==> src/rtl/nalu_pkg.sv <==
// Shared constants for the cartridge funnel-shifter ALU: opcode, default geometry
// and the shift-register width helper.
package nalu_pkg;

  localparam logic [2:0] NALU_OPCODE = 3'b000;
  localparam int         NALU_WIDTH  = 8;
  localparam int         NALU_DEPTH  = 2;

  function automatic int shw_f(input int width, input int depth);
    return $clog2(width * depth);
  endfunction

endpackage

==> src/rtl/nalu_strobe_sync.sv <==
// Brings an asynchronous CPU write strobe into the clk domain and emits a
// one-clock pulse on its synchronised rising edge.
module nalu_strobe_sync (
  input  logic clk,
  input  logic rst_n,
  input  logic strobe,
  output logic pulse
);

  logic [2:0] sync_r;

  // two metastability stages plus one history stage for the edge detect
  always_ff @(posedge clk or negedge rst_n) begin
    if (!rst_n) begin
      sync_r <= 3'b000;
    end else begin
      sync_r <= {sync_r[1:0], strobe};
    end
  end

  assign pulse = sync_r[1] & ~sync_r[2];

endmodule

==> src/rtl/nalu_funnel_shifter.sv <==
// Clocked funnel-shifter protection ALU: strobe-loaded window FIFO and shift register,
// registered funnel result. Define NALU_ROTATE_EN for rotate mode instead of clamped shift.
module nalu_funnel_shifter
  import nalu_pkg::*;
#(
  parameter int WIDTH = NALU_WIDTH,
  parameter int DEPTH = NALU_DEPTH,
  parameter int SHW   = shw_f(WIDTH, DEPTH)
) (
  input  logic                       clk,
  input  logic                       reset,
  input  logic [WIDTH-1:0]           bus_din,
  input  logic                       wr_shift,
  input  logic                       wr_data,
  input  logic                       mode,
  output logic [WIDTH-1:0]           bus_dout,
  output logic                       bus_oe,
  output logic [2:0]                 opcode,
  output logic [$clog2(DEPTH+1)-1:0] fill_cnt,
  output logic                       win_full
);

  localparam int                WINW     = DEPTH * WIDTH;
  localparam int                CNTW     = $clog2(DEPTH + 1);
  localparam logic [CNTW-1:0]   FULL_CNT = CNTW'(DEPTH);

  logic             shift_pulse_s;
  logic             data_pulse_s;
  logic [WIDTH-1:0] entry_r [DEPTH];
  logic [SHW-1:0]   shreg_r;
  logic [CNTW-1:0]  fill_r;
  logic [WIDTH-1:0] dout_r;
  logic [WINW-1:0]  window_s;
  logic [WINW-1:0]  shifted_s;
  logic [SHW-1:0]   amt_s;

  nalu_strobe_sync u_sync_shift (
    .clk    (clk),
    .rst_n  (reset),
    .strobe (wr_shift),
    .pulse  (shift_pulse_s)
  );

  nalu_strobe_sync u_sync_data (
    .clk    (clk),
    .rst_n  (reset),
    .strobe (wr_data),
    .pulse  (data_pulse_s)
  );

  // window FIFO, fill counter and shift register; both strobes may act in one cycle
  always_ff @(posedge clk or negedge reset) begin
    if (!reset) begin
      for (int i = 0; i < DEPTH; i++) entry_r[i] <= '0;
      shreg_r <= '0;
      fill_r  <= '0;
    end else begin
      if (data_pulse_s) begin
        for (int i = 0; i < DEPTH - 1; i++) entry_r[i] <= entry_r[i+1];
        entry_r[DEPTH-1] <= bus_din;
        if (fill_r != FULL_CNT) begin
          fill_r <= fill_r + 1'b1;
        end else begin
          fill_r <= fill_r;
        end
      end else begin
        fill_r <= fill_r;
      end
      if (shift_pulse_s) begin
        shreg_r <= bus_din[SHW-1:0];
      end else begin
        shreg_r <= shreg_r;
      end
    end
  end

  // newest entry lands in the MSBs of the window
  always_comb begin
    window_s = '0;
    for (int i = 0; i < DEPTH; i++) window_s[i*WIDTH +: WIDTH] = entry_r[i];
  end

`ifdef NALU_ROTATE_EN
  logic [2*WINW-1:0] double_s;

  // rotate left by shreg modulo the window width, using a doubled window
  always_comb begin
    amt_s     = SHW'(32'(shreg_r) % 32'(WINW));
    double_s  = {window_s, window_s} << amt_s;
    shifted_s = double_s[2*WINW-1 -: WINW];
  end
`else
  localparam logic [SHW-1:0] MAX_SH = SHW'((DEPTH - 1) * WIDTH);

  // zero-fill shift; large counts clamp so the result always comes from the oldest word
  always_comb begin
    if (shreg_r > MAX_SH) begin
      amt_s = MAX_SH;
    end else begin
      amt_s = shreg_r;
    end
    shifted_s = window_s << amt_s;
  end
`endif

  // result register follows the window every cycle while the CPU is reading
  always_ff @(posedge clk or negedge reset) begin
    if (!reset) begin
      dout_r <= '0;
    end else if (!mode) begin
      dout_r <= shifted_s[WINW-1 -: WIDTH];
    end else begin
      dout_r <= dout_r;
    end
  end

  assign bus_dout = dout_r;
  assign bus_oe   = !mode && reset;
  assign opcode   = NALU_OPCODE;
  assign fill_cnt = fill_r;
  assign win_full = (fill_r == FULL_CNT);

endmodule

==> config.mk <==
export PLATFORM = sky130hd
export DESIGN_NAME = nalu_funnel_shifter
export DESIGN_NICKNAME = d
export VERILOG_FILES = /design/src/rtl/nalu_pkg.sv /design/src/rtl/nalu_strobe_sync.sv /design/src/rtl/nalu_funnel_shifter.sv
export SDC_FILE = /design/constraint.sdc
export NUM_CORES = 1
export LEC_CHECK = 0
export ABC_AREA = 1
export CAP_MARGIN = 10
export CORE_MARGIN = 3
export CORE_UTILIZATION = 55
export CTS_CLUSTER_DIAMETER = 80
export DETAILED_ROUTE_END_ITERATION = 7
export DONT_BUFFER_PORTS = 1
export PLACE_DENSITY = 0.7
export REMOVE_ABC_BUFFERS = 1
export SLEW_MARGIN = 25
export SYNTH_ARGS = -nofsm -noshare
export SYNTH_HDL_FRONTEND = slang
export SYNTH_HIERARCHICAL = 1
export SYNTH_SLANG_ARGS = --single-unit
export TNS_END_PERCENT = 20
==> constraint.sdc <==
create_clock -name clk -period 3 [get_ports clk]
set_clock_uncertainty 0.2 [all_clocks]
set_input_delay 0.15 -clock clk [delete_from_list [all_inputs] [get_ports clk]]
set_output_delay 0.15 -clock clk [all_outputs]
set_load 0.005 [all_outputs]
======== Yosys cells after proc, flatten, opt, wreduce, memory -nomap -nowiden ========
Cells that the tools add are included.
storage, ports and cells
  output and inout bits ................... 15
  bits in read-only memories .............. 0
  memories kept ........................... 0
  bits in writable memories ............... 0
  register bits after elaboration ......... 36
  latch bits .............................. 0
operators by class
  reductions and logical operators ........ 3
  shift-type cells ........................ 1
  div/mod/pow operators ................... 0
  bitwise operators ....................... 4
  multiplexer cells ....................... 1
  eq/ne operators ......................... 2
  multipliers ............................. 0
  add/sub/neg operators ................... 1
  $lt $le $gt $ge ......................... 1
operators with widths
  kind                   number
  $shl A16 B4 Y16        1
  $gt A4 B4 Y1 const B   1
  $mux W4                1
  $add A2 B1 Y2 const B  1
  $and A1 B1 Y1          2
  $eq A2 B2 Y1 const B   1
  $ne A2 B2 Y1 const B   1
  $not A1 Y1             2
  $reduce_and A2 Y1      1
  $logic_and A1 B1 Y1    1
  $logic_not A1 Y1       1

======== Depth between registers and ports, before layout ========
Gate-level depths: netlist of the first run.
  depth in word-level cells ............... 3
  depth in mapped cells ................... 10

======== Hierarchy ========
The synthesis of the first run kept the hierarchy.
modules (own cells, without submodules)
  module               cells each  times used  area each (µm²)  seq. area each (µm²)
  nalu_funnel_shifter  230         1           1744.2           750.7
  nalu_strobe_sync     5           2           85.1             75.1

======== Worst setup path before layout of the first run ========
OpenSTA, ideal clock, no wires.
  kind .................................... register to register
  start ................................... register shreg_r[3]
  end ..................................... register dout_r[6], in the netlist bus_dout[6]
  stages on the path, launching flop included .. 8
  arrival time ............................ 1.143 ns
  required time ........................... 2.683 ns
  setup slack ............................. 1.540 ns
  cell sequence ........................... dfrtp_1 nor2_4 buf_2 nand3_1 nand3_1 nand3_1 nand2_1 nand2_1
between the ends
  word-level cells in the longest chain between the ends .. 3
ends and longest elaborated chain
  element                 line                        text
  start, declared         nalu_funnel_shifter.sv:30   logic [SHW-1:0] shreg_r;
  start signal, assigned  nalu_funnel_shifter.sv:70   shreg_r <= bus_din[SHW-1:0];
  start signal, assigned  nalu_funnel_shifter.sv:72   shreg_r <= shreg_r;
  $gt A4 B4 Y1            nalu_funnel_shifter.sv:97   if (shreg_r > MAX_SH) begin
  $mux W4 *               nalu_funnel_shifter.sv:97
  $shl A16 B4 Y16 *       nalu_funnel_shifter.sv:102  shifted_s = window_s << amt_s;
  end signal, assigned    nalu_funnel_shifter.sv:111  dout_r <= shifted_s[WINW-1 -: WIDTH];
  end signal, assigned    nalu_funnel_shifter.sv:113  dout_r <= dout_r;
  end, declared           nalu_funnel_shifter.sv:32   logic [WIDTH-1:0] dout_r;
Mark *: on every way between the ends. The rest lies on a longest branch, timed or not.
A chain may end at the register's enable or synchronous reset.

======== Worst setup path after layout of the first run ========
Ends and elaborated chain as after synthesis.

==> qor.csv, run 1 <==
metric;value;unit
status;finished, final reports clean;
DRT Wirelength;4.27;mm
largest net degree at the start of global routing;37;
Final Slew Violations;0;
vias in the first global route;1592;
number of synthesized flops with an enable pin;0;
vias;1586;
CP bufs+invs;1;
initial antenna violation count;0;
critical path endpoint category;register;
FF-to-FF setup slack;1010;ps
first-pass GRT wire length;7.46;mm
Die Ht;65.0;um
post-synthesis sequential area ratio;47.1;%
layout cells sized above 1;13.1;%
# Post-CTS Setup Buffers;0;
Resized cells post-CTS;0;
Synth area leader;dfrtp_1;
starting density of the core;60.2;%
CTS HTree Levels;2;
Ports;28;
Synth async-reset ratio;100;%
Core Area;3180;um^2
Mapped Cells;240;
drt wl/cell;14.5;um
Final setup viols;0;
Worst Path Arrival;2030;ps
synthesized flop and latch total;36;
cells along the critical path;inv_2 > nand2_4 > nand2_1 > nand3_1 > nand3_1 > nand3_1 > nand2_1 > nand2_1;
final core utilization;66.6;%
max_cap viols;0;
Leak Pwr;1.02;nW
gr ovfl total;0;
max incr delay on CP;580;ps
Clock Pin Slew Worst Setup and Hold Paths;110;ps
synth unique cells;25;
Sum Neg Setup Slack;0;ps
PD cells;626;nW/um^2
# clock sinks;36;
worst-margin pin slew;575;ps
worst setup path class;register to register;
HPWL after detailed placement;2.96;mm
RSZ-0062 raised after global routing;false;
final hold violations;0;
yosys warns;6;
drt pass-1 iters;5;
# placed instances;274;
fmax;0.503;GHz
die area;4220;um^2
Max FO, Critical Path;15;
synth top area cells;dfrtp_1 47%, nand3_1 12%, nand2_1 12%;
nets;264;
Synth Cell Area;1910;um^2
Final Instance Area;2120;um^2
CP max stage cell;dfrtp_1;
clock tree buffer depth;2;
# port buffers;0;
GPL Wtd Cong;0.965;
CTS tree;built;
Hold WC Path Type;primary input to asynchronous set/reset pin;
DR vias/cell;5.38;
number of routed nets with antenna violations;0;
TritonCTS Buffers;5;
Worst slew margin;61.6;%
synthesized area per cell;7.98;um^2
Core Rows;20;
Antenna diodes;0;
crit-path leading delay family;simple AND/OR/NAND/NOR gates;
Area growth, synth to finish;10.6;%
DRT iter0 DRCs;136;
DRC;0;
post-layout minimum cycle time;1990;ps
Finished Layout Cells;295;
Yosys top cell area share;47.1;%
clk root buf;clkbuf_4;
CTS Hold Buffers Added;13;
placed cell areas;1900;um^2
Synth top cells by count;59 x nand2_1, 45 x nand3_1, 36 x dfrtp_1, 23 x inv_1, 16 x o21ai_0;
Critical Path RT;3050;ps
Peak supply drop;0.350;mV
fin crit share;66.3;%
top_reg_cell synth;dfrtp_1;
cell with the most instances after synthesis;nand2_1;
Die X;65.0;um
clock latency on the worst-skew pair;350;ps
fillcell total;285;
GRT Total Usage;23.6;%
Worst setup SP type;register;
-- final cells by class --
cell class,count,area (um^2),share of cell area (%)
clock buffers,6,41.3,1.95
clock inverters,2,35.0,1.65
flip-flops and latches,36,901,42.6
multi-input cells,168,843,39.8
repair buffers,14,148,6.97
inverters,25,93.8,4.43
well taps,44,55.1,2.60
-- worst paths after layout --
check / depth (start not counted) / startpoint / to
max in group asynchronous: 2 / reset / shreg_r[2]$_DFFE_PN0P_
min reg2reg: 0 / u_sync_data/sync_r[0]$_DFF_PN0_ / u_sync_data/sync_r[1]$_DFF_PN0_
max: 8 / shreg_r[3]$_DFFE_PN0P_ / bus_dout[6]$_DFFE_PN0N_
max reg2reg: 8 / shreg_r[3]$_DFFE_PN0P_ / bus_dout[6]$_DFFE_PN0N_
min: 2 / reset / bus_dout[6]$_DFFE_PN0N_
min in group clk: 1 / mode / bus_oe
-- per-layer routing --
metal / vias to the layer above / global-route usage (%) / wire [um]
met5: - / 0 / 0
met4: 0 / 12.7 / 118
met3: 10 / 5.03 / 280
met2: 59 / 36.1 / 1950
met1: 729 / 31.2 / 1920
li1: 788 / - / -
-- where the power goes --
part | internal [mW] | switching [mW] | leakage (nW)
clock | 0.175 | 0.163 | 0.0422
combinational | 0.126 | 0.214 | 0.548
sequential | 0.567 | 0.0814 | 0.430
-- placed cells by master (no fill, tap or decap), types with 2 or more instances in the layout --
cell type,n
a21oi_1,11
clkbuf_4,5
conb_1,3
dfrtp_1,36
dlygate4sd3_1,12
inv_1,23
inv_2,2
nand2_1,59
nand2_2,4
nand2_4,2
nand3_1,45
nand3_2,7
nor2_1,8
nor2_2,3
o21ai_0,16
o21ai_2,2
or2_2,3
-- metrics by stage --
stage	hold slack (ps)	total power [mW]	worst slack, ps
after CTS	68.7	1.33	1010
after floorplan	-346	0.883	1350
after detailed placement	-345	0.967	1040
final	66.9	1.33	1010
after global placement	-345	0.962	1040
after global routing	74.9	1.42	817
-- registers in the layout (all words and copies together), names as in the netlist --
signal and flops:
entry_r 16, bus_dout 8, shreg_r 4, u_sync_data/sync_r 3, u_sync_shift/sync_r 3, fill_cnt 2
-- logic make-up (layout without fill, tap and decap cells) --
logic type / after synthesis / after routing / synth area share (%)
adder cells (fa/ha/maj): 1 / 1 / 0.653
buffers and inverters: 38 / 47 / 9.28
other: 1 / 3 / 0.196
AND/OR/NAND/NOR: 133 / 133 / 34.0
XOR/XNOR: 1 / 1 / 0.458
AO/OA/AOI/OAI: 30 / 30 / 8.37
flip-flops: 36 / 36 / 47.1
-- worst register-to-register path: cells and delay by family (launching register included) --
family        cells  cell delay (ps)
flops             1              580
simple gates      7              790
buf+inv           1              320
No activity file was read; power rests on OpenSTA's default activity.
==> run 2, diff against run 1 <==
PLACE_DENSITY = 0.73   (was 0.7)
clock period = 1.8 ns   (was 3 ns; I/O delays follow)
==> run 2 against run 1 <==
  * Sequential share of layout area is 0.86 points lower
  * Setup slack worse by 860 ps
  * Global-route usage is 0.67 points lower
  * Utilization is 1.4 points higher
  * Highest routed layer unchanged
  * Fmax is 20% higher
  * Die area stayed put
  * Total power is 61% higher
  * Via count is 1.3% lower
  * Final cell count is 2.4% higher
  * Critical path depth is 1 lower
  * Sequential cell count stayed put
==> qor.csv, run 2 (synthesis gave the netlist of run 1 again) <==
metric;value;unit
die area;4220;um^2
first-pass GRT wire length;7.31;mm
Leak Pwr;1.05;nW
fillcell total;273;
HPWL after detailed placement;2.95;mm
fmax;0.605;GHz
gr ovfl total;0;
Setup crit start;shreg_r[0]$_DFFE_PN0P_;
Hold WC Path Type;primary input to primary output;
# clock sinks;36;
WHS;13.1;ps
status;finished, final reports clean;
Clock Pin Slew Worst Setup and Hold Paths;110;ps
hold depth;1;
GRT Total Usage;22.9;%
DRT iter0 DRCs;105;
largest net degree at the start of global routing;37;
number of routed nets with antenna violations;0;
nets;271;
worst setup margin;148;ps
post-layout minimum cycle time;1650;ps
r2r startpoint;shreg_r[0]$_DFFE_PN0P_;
Worst setup SP type;register;
# Post-CTS Setup Buffers;0;
hold path start;mode;
DRC;0;
GPL Wtd Cong;0.923;
DR vias/cell;5.19;
fin crit share;91.8;%
initial antenna violation count;0;
layout cells sized above 1;15.5;%
clock tree buffer depth;2;
final hold violations;0;
starting density of the core;60.2;%
TritonCTS Buffers;5;
most common cell after layout, fill and taps aside;nand2_1;
DRT Wirelength;4.21;mm
drt wl/cell;13.9;um
Core Area;3180;um^2
RSZ-0062 raised after global routing;false;
critical path endpoint category;register;
Final Slew Violations;0;
vias in the first global route;1534;
Final setup viols;0;
# port buffers;0;
Critical Path RT;1840;ps
vias;1566;
Area growth, synth to finish;12.9;%
Core Rows;20;
Sum Neg Setup Slack;0;ps
pre-CTS WS;174;ps
clock latency on the worst-skew pair;340;ps
max_cap viols;0;
final core utilization;68.0;%
Top reg by flops;entry_r;
Max FO, Critical Path;15;
max reg flops;16;
Die X;65.0;um
Worst Path Arrival;1690;ps
Peak supply drop;0.684;mV
r2r worst-path depth;7;
Antenna diodes;0;
CTS HTree Levels;2;
PD cells;988;nW/um^2
Die Ht;65.0;um
worst setup path class;register to register;
Ports;28;
CTS tree;built;
clk root buf;clkbuf_4;
most frequent cells in the layout;59 x nand2_1, 45 x nand3_1, 36 x dfrtp_1, 23 x inv_1, 16 x o21ai_0;
drt pass-1 iters;5;
==> run 2: cell types whose count changed in the layout (fill, tap and decap cells not counted) <==
| cell | previous run | this run |
|---|---|---|
| dlygate4sd3_1 | 12 | 13 |
| bufinv_16 | 1 | 0 |
| buf_4 | 1 | 7 |
| clkbuf_1 | 1 | 0 |
| clkbuf_8 | 0 | 1 |
| inv_6 | 0 | 1 |
==> run 2: cell type report <==
cell class	count	area, um^2	share of cell area [%]
clock buffers	6	51.3	2.37
clock inverters	2	13.8	0.637
inverters	25	93.8	4.34
multi-input cells	168	843	39.0
flip-flops and latches	36	901	41.7
well taps	44	55.1	2.55
repair buffers	21	203	9.38
==> run 2: path summary, 6_finish.rpt <==
check / to / slack [ps]
max in group asynchronous: bus_dout[6]$_DFFE_PN0N_ / 700
min: bus_oe / 10
min reg2reg: u_sync_shift/sync_r[1]$_DFF_PN0_ / 160
max reg2reg: bus_dout[6]$_DFFE_PN0N_ / 150
max: bus_dout[6]$_DFFE_PN0N_ / 150
min in group asynchronous: bus_dout[2]$_DFFE_PN0N_ / 530
==> run 2: where the power goes <==
group / switching (mW) / internal (mW)
clock network: 0.277 / 0.193
registers: 0.122 / 0.944
logic: 0.368 / 0.231
==> run 2: what timing repair did <==
item                                   in CTS  in global routing
resized for setup                           0                  0
endpoints found under the hold margin      58                  0
hold buffers                               14                  0
==> run 2: layer usage <==
metal | GRT usage (%) | wire [um]
met4 | 7.12 | 42
met1 | 30.2 | 1940
met3 | 5.55 | 179
met2 | 37.3 | 2040
met5 | 0 | 0
==> run 2: critical path, stage by stage, from the launching register on <==
cell     delay [ps]
dfrtp_1         590
nand2_4         210
nand2_1         130
nand3_1          90
nand3_1         140
nand3_1          80
nand2_1          60
nand2_1          50
==> run 2: per-stage QoR <==
stage / area [um^2] / total power, mW / cells
floorplan: 1840 / 1.47 / 229
global placement: 1950 / 1.62 / 280
detailed placement: 1950 / 1.63 / 280
CTS: 2160 / 2.15 / 302
global route: 2160 / 2.29 / 302
finish: 2160 / 2.14 / 302
